## src/rtl/pc_fetch_ctrl.sv

```systemverilog
// Fetch-stage sequencer: drives PC next/stall, issues imem requests, buffers one
// instruction while decode stalls, and applies branch redirects with an IF/ID flush.
module pc_fetch_ctrl #(
    parameter int unsigned     BITS     = 32,
    parameter int unsigned     PC_STEP  = 4,
    parameter logic [BITS-1:0] RESET_PC = '0,
    parameter int unsigned     MAX_WAIT = 15
) (
    input  logic            CLK,
    input  logic            RESET,
    input  logic [BITS-1:0] pcCur,
    input  logic            hazardStall,
    input  logic            branchTaken,
    input  logic [BITS-1:0] branchTarget,
    input  logic            imemReady,
    input  logic [BITS-1:0] instrIn,
    output logic            imemReq,
    output logic [BITS-1:0] imemAddr,
    output logic [BITS-1:0] pcNext,
    output logic            pcStall,
    output logic [BITS-1:0] instrOut,
    output logic            fetchValid,
    output logic            flushIFID,
    output logic            imemTimeout
);

    localparam int unsigned     WCW  = $clog2(MAX_WAIT + 1);
    localparam logic [BITS-1:0] STEP = BITS'(PC_STEP);
    localparam logic [WCW-1:0]  WMAX = WCW'(MAX_WAIT);

    typedef enum logic [1:0] {ST_RST, ST_FETCH, ST_HOLD} state_t;

    state_t          state_q, state_d;
    logic [BITS-1:0] instr_out_q, instr_out_d;
    logic [BITS-1:0] buf_q, buf_d;
    logic            fetch_valid_q, fetch_valid_d;
    logic            flush_q, flush_d;
    logic            timeout_q, timeout_d;
    logic [WCW-1:0]  wait_cnt_q, wait_cnt_d;
    logic [WCW-1:0]  wait_inc;

    function automatic logic [WCW-1:0] sat_inc(input logic [WCW-1:0] v);
        return (v >= WMAX) ? v : v + 1'b1;
    endfunction

    assign wait_inc = sat_inc(wait_cnt_q);

    // State update on the falling edge, matching the PC register it feeds.
    always_ff @(negedge CLK) begin
        if (RESET) begin
            state_q       <= ST_RST;
            instr_out_q   <= '0;
            buf_q         <= '0;
            fetch_valid_q <= 1'b0;
            flush_q       <= 1'b0;
            timeout_q     <= 1'b0;
            wait_cnt_q    <= '0;
        end else begin
            state_q       <= state_d;
            instr_out_q   <= instr_out_d;
            buf_q         <= buf_d;
            fetch_valid_q <= fetch_valid_d;
            flush_q       <= flush_d;
            timeout_q     <= timeout_d;
            wait_cnt_q    <= wait_cnt_d;
        end
    end

    always_comb begin
        state_d = state_q;
        if (state_q == ST_RST) begin
            state_d = ST_FETCH;
        end else if (branchTaken) begin
            state_d = ST_FETCH;
        end else begin
            case (state_q)
                ST_FETCH: if (imemReady && hazardStall) state_d = ST_HOLD;
                ST_HOLD:  if (!hazardStall) state_d = ST_FETCH;
                default:  state_d = ST_RST;
            endcase
        end
    end

    always_comb begin
        imemReq  = 1'b0;
        imemAddr = pcCur;
        pcNext   = pcCur;
        pcStall  = 1'b0;
        if (RESET || state_q == ST_RST) begin
            pcNext = RESET_PC;
        end else if (branchTaken) begin
            pcNext = branchTarget;
        end else begin
            case (state_q)
                ST_FETCH: begin
                    imemReq = 1'b1;
                    if (imemReady && !hazardStall) pcNext  = pcCur + STEP;
                    else                           pcStall = 1'b1;
                end
                ST_HOLD: begin
                    if (hazardStall) pcStall = 1'b1;
                    else             pcNext  = pcCur + STEP;
                end
                default: ;
            endcase
        end
    end

    // A redirect drops any data returning this cycle and empties the buffer.
    always_comb begin
        instr_out_d   = instr_out_q;
        buf_d         = buf_q;
        fetch_valid_d = 1'b0;
        flush_d       = 1'b0;
        timeout_d     = timeout_q;
        wait_cnt_d    = wait_cnt_q;
        if (state_q == ST_RST) begin
            wait_cnt_d = '0;
        end else if (branchTaken) begin
            flush_d    = 1'b1;
            wait_cnt_d = '0;
        end else begin
            case (state_q)
                ST_FETCH: begin
                    if (!imemReady) begin
                        wait_cnt_d = wait_inc;
                        if (wait_inc == WMAX) timeout_d = 1'b1;
                    end else if (!hazardStall) begin
                        instr_out_d   = instrIn;
                        fetch_valid_d = 1'b1;
                        wait_cnt_d    = '0;
                    end else begin
                        buf_d      = instrIn;
                        wait_cnt_d = '0;
                    end
                end
                ST_HOLD: begin
                    if (!hazardStall) begin
                        instr_out_d   = buf_q;
                        fetch_valid_d = 1'b1;
                    end
                end
                default: ;
            endcase
        end
    end

    assign instrOut    = instr_out_q;
    assign fetchValid  = fetch_valid_q;
    assign flushIFID   = flush_q;
    assign imemTimeout = timeout_q;

endmodule
```

## config.mk

```make
export PLATFORM = sky130hd
export DESIGN_NAME = pc_fetch_ctrl
export DESIGN_NICKNAME = d
export VERILOG_FILES = /design/src/rtl/pc_fetch_ctrl.sv
export SDC_FILE = /design/constraint.sdc
export NUM_CORES = 1
export LEC_CHECK = 0
export ABC_AREA = 1
export CORE_ASPECT_RATIO = 0.6
export CORE_UTILIZATION = 47
export DETAILED_ROUTE_END_ITERATION = 8
export HOLD_SLACK_MARGIN = 0.12
export PLACE_DENSITY = 0.87
export SYNTH_ARGS = -nofsm -noshare
export SYNTH_HDL_FRONTEND = slang
export SYNTH_SLANG_ARGS = --single-unit
```

## constraint.sdc

```tcl
create_clock -name CLK -period 5 [get_ports CLK]
set_input_delay 0.5 -clock CLK [delete_from_list [all_inputs] [get_ports CLK]]
set_output_delay 0.5 -clock CLK [all_outputs]
set_load 0.01 [all_outputs]
```

Word-level counts from Yosys, hierarchy flattened
Cells that the tools add are included.
- bits in registers: 73
- bits of input ports: 101
- output and inout port bits: 101
- word-level logic and storage cells: 64
- $add $sub $neg: 2
- $lt $le $gt $ge: 1
- eq/ne operators: 9
- multiplexer cells: 28
- bitwise operators: 3
- reductions and logical operators: 13
- operators by type and width (operator ; number):
    two-way mux 32 bit ; 7
    case mux 32 bit (2 select lines) ; 2
    adder 32 x 3 -> 32 bit, second input constant ; 1
    two-way mux 1 bit ; 12
    AND reduction 5 bit ; 2
    two-way mux 4 bit ; 2
    != test 2 bit, second input constant ; 4
    != test 4 bit, second input constant ; 2
    AND reduction 6 bit ; 1
    adder 4 x 1 -> 4 bit, second input constant ; 1
    == test 4 bit, second input constant ; 1
    greater-or-equal comparator 4 bit, second input constant ; 1
    two-way mux 2 bit ; 2
    case mux 1 bit (2 select lines) ; 2
    case mux 2 bit (2 select lines) ; 1
    AND reduction 2 bit ; 2
    inverter 1 bit ; 3
    OR reduction 3 bit ; 1
    == test 2 x 1 -> 1 bit, second input constant ; 1
    == test 2 bit, second input constant ; 1
    logical AND 1 bit ; 2
    zero test 2 bit ; 1
    nonzero test 2 bit ; 1
    OR reduction 2 bit ; 1
    2 further kinds ; 2

Logic depth before layout (Yosys ltp)
- depth in word-level cells: 6
- mapped depth: 12
- mapped depth without buffers: 11

==> results.md <==
| Parameter | This run |
| --- | --- |
| Sink Count | 73 |
| Largest clock skew in the final design | 22.20 ps |
| Setup slack of the worst register-to-register path | 2500 ps |
| Wire length on met3 | 2607 um |
| Worst setup EP type | primary output |
| Cell at the root of the clock tree | sky130_fd_sc_hd__clkbuf_16 |
| Final setup margin | -57.47 ps |
| Wire length on met1 | 8235 um |
| Area of the mapped netlist | 0.004898 mm2 |
| Placed wire-length estimate after detailed placement | 13,110 um |
| Maximum number of pins on one net before global-route repair | 65 |
| Latest clock arrival within the worst-skew pair | 410 ps |
| Routed via count divided by cell count | 5.311 |
| Iter 0 DRT Violations | 655 |
| Outcome | finished with violations |
| Required time at the worst-slack endpoint | 4500 ps |
| Max incr delay on CP | 380 ps |
| Total count of max-transition violations in the final report | 0 |
| IO Count | 202 |
| Tightest Hold Check Type | flip-flop to flip-flop |
| Worst reg-to-reg path cell count | 6 |
| Standard cell core area | 0.009985 mm2 |
| Die area | 0.01085 mm2 |
| Number of antenna violations at the first check in global routing | 0 |
| Signal arrival time at the worst endpoint | 4560 ps |
| Width of the die | 133.8 um |
| Number of I/O port buffers | 201 |
| Number of max-cap violations | 0 |
| Seq cells post-synth | 73 |
| Post-synthesis cell type with the largest combined area | sky130_fd_sc_hd__dfxtp_1 |
| Fin area | 0.008013 mm2 |
| Setup Total Neg Slack | -437.4 ps |
| Number of flops mapped to enable cells by yosys | 0 |
| Startpoint Class | flip-flop |
| Clock slew at the register clock pins of the worst setup and hold paths | 60 ps |
| Placer's final routability congestion estimate | 0.9886 |
| Synth warn | 0 |
| Inst Count DP | 1,129 |
| Number of failing setup endpoints in the final timing report | 17 |
| Ratio of total power to cell area | 245.7 mW/mm2 |
| Post-synthesis average cell area | 5.945 um2 |
| Ys flop type | sky130_fd_sc_hd__dfxtp_1 |
| Cts-stage hold buffer count | 0 |
| Row cnt | 28 |
| Diode insertion count for antenna repair | 0 |
| Worst Hold Depth | 2 |
| Inserted Clock Buffers | 9 |
| Count of TritonRoute iterations in the first routing pass | 6 |
| Wire length of the first global-routing pass | 28,540 um |
| Failing checks | setup timing |
| Leading cell type by number of instances after synthesis | sky130_fd_sc_hd__nand2_1 |
| Top post-synthesis cells by count | 258 x sky130_fd_sc_hd__nand2_1, 121 x sky130_fd_sc_hd__nor2_1, 84 x sky130_fd_sc_hd__o21ai_0, 73 x sky130_fd_sc_hd__dfxtp_1, 63 x sky130_fd_sc_hd__inv_1 |
| Vias in the first global route | 5,716 |
| Least-Margin Pin Slew | 1142 ps |
| Non-filler cells, final | 1,235 |
| Die height | 81.08 um |
| Chain of cells forming the critical path | inv_4 > ha_4 > or2_4 > nor2_4 > buf_6 > inv_6 > buf_8 > a21oi_2 > o21ai_1 > nand2_1 > buf_2 |
| Wirelength per Cell | 15.60 um |
| Starting Density | 49.06% |
| Hold violation total from the final report | 0 |
| Slew headroom | 23.81% |
| Total number of H-tree levels | 3 |
| Share of async-settable or async-resettable flops after synthesis | 0% |
| Cells taking the most area after synthesis | sky130_fd_sc_hd__dfxtp_1 30%, sky130_fd_sc_hd__nand2_1 20%, sky130_fd_sc_hd__nor2_1 9.3% |
| Syn nets | 931 |
| Sequential element share of the synthesized area | 29.83% |
| Number of standard cells after synthesis | 824 |
| Post-route worst hold slack | 456.4 ps |
| Worst supply voltage drop on vdd | 0.2416 mV |
| Largest driver fanout on the critical path | 9 |
| Unrepaired setup endpoints after global routing | true |
| Growth of design area from synthesis to finish | 63.58% |
| Worst Setup Path Type | flip-flop to primary output |
| Fill count | 742 |
| Count of vias placed by the detailed router | 6,559 |
| CTS Buffer Depth | 2 |
| Worst-path cell with the longest stage delay | sky130_fd_sc_hd__dfxtp_4 |
| Leak | 3.723 nW |
| Yosys top cell area share | 29.83% |
| Final core utilization | 80.25% |
| All-Layer GR Usage | 33.91% |
| Sum of routed wire length over all layers | 19,270 um |
| Met2 WL post-DR | 8250 um |
| DRC violation count after routing | 0 |
| Placed instance area | 0.007062 mm2 |
| Layout cells sized above 1 | 15.45% |
| TritonCTS clock tree | yes |
| Distinct cell type count after synthesis | 33 |
| Number of nets at the end of the flow | 1,202 |
| Count of antenna-violating nets left after detailed routing | 0 |
| DR top layer | met4 |
| GRT overflow | 0 |
routing by layer:
| metal | track usage (%) | vias to the layer above |
|---|---|---|
| met2 | 47.88 | 423 |
| met4 | 9.205 | 0 |
| met3 | 14.29 | 23 |
| met1 | 46.67 | 2921 |
| li1 | - | 3192 |
| met5 | 0 | - |
worst max-delay path, delay by kind of cell, from the launching register on:
family | cells | cell delay (ps)
AOI/OAI and AO/OA | 2 | 210
adders and majority gates | 1 | 150
buffers and inverters | 5 | 500
and+or+nand+nor | 3 | 430
DFF | 1 | 380
metrics by stage:
stage,power [mW],setup slack (ps)
2_1_floorplan,0.8664,359.4
3_3_place_gp,1.073,-77.20
3_5_place_dp,1.076,-136.9
4_1_cts,1.961,-131.8
5_1_grt,2.089,-182.5
6_report,1.969,-57.47
cells by family (layout without fill, tap and decap cells):
group                      Yosys count  count (layout)  share of synthesized area, %
adders and majority gates            6               6                         1.533
AOI/OAI and AO/OA                  173             173                         19.39
DFF                                 73              73                         29.83
xor gates and xnor gates             1               1                        0.1788
buffers and inverters              138             414                         13.59
and+or+nand+nor                    433             433                         35.48
path summary, 6_finish.rpt:
kind | start | to
max | state_q[1] | pcNext[9]
min | buf_q[1] | instrOut[1]
max reg2reg | state_q[0] | state_q[1]
min reg2reg | buf_q[1] | instrOut[1]
report_power, final:
| group | internal, mW | total (mW) | switching (mW) |
|---|---|---|---|
| sequential | 0.600 | 0.608 | 0.00785 |
| combinational | 0.209 | 0.413 | 0.204 |
| clock | 0.521 | 0.948 | 0.426 |
| total | 1.33 | 1.97 | 0.638 |
cell type report:
cell class,instances,area [um2],area share (%)
clock buffer,9,225.2,2.811
clock inverter,80,375.4,4.685
inverter,67,271.5,3.389
multi-input combinational,613,3002,37.46
sequential,73,1466,18.30
tap,135,168.9,2.108
timing repair buffer,258,2504,31.25
sequential cells by signal, summed over array words and instances, names as in the netlist:
signal,flops
buf_q,32
instrOut,32
wait_cnt_q,4
state_q,2
fetchValid,1
flushIFID,1
imemTimeout,1
cells in the final DEF (no fill, tap or decap), drive strengths merged, types with 3 or more instances in the layout:
cell,count
buf,86
nand3,37
o21ai,97
nor3,4
a31oi,32
dfxtp,73
nor2,127
a21oi,26
ha,6
inv,143
o211ai,7
clkbuf,14
nand4,3
clkdlybuf4s50,167
nand2,260
o22ai,5
timing repair:
item,CTS,global route
endpoints found under the setup margin,34,34
pin swaps,7,16
buffers inserted,10,7
gates cloned,0,1
resized for setup,144,86
No activity file was read; power rests on OpenSTA's default activity.
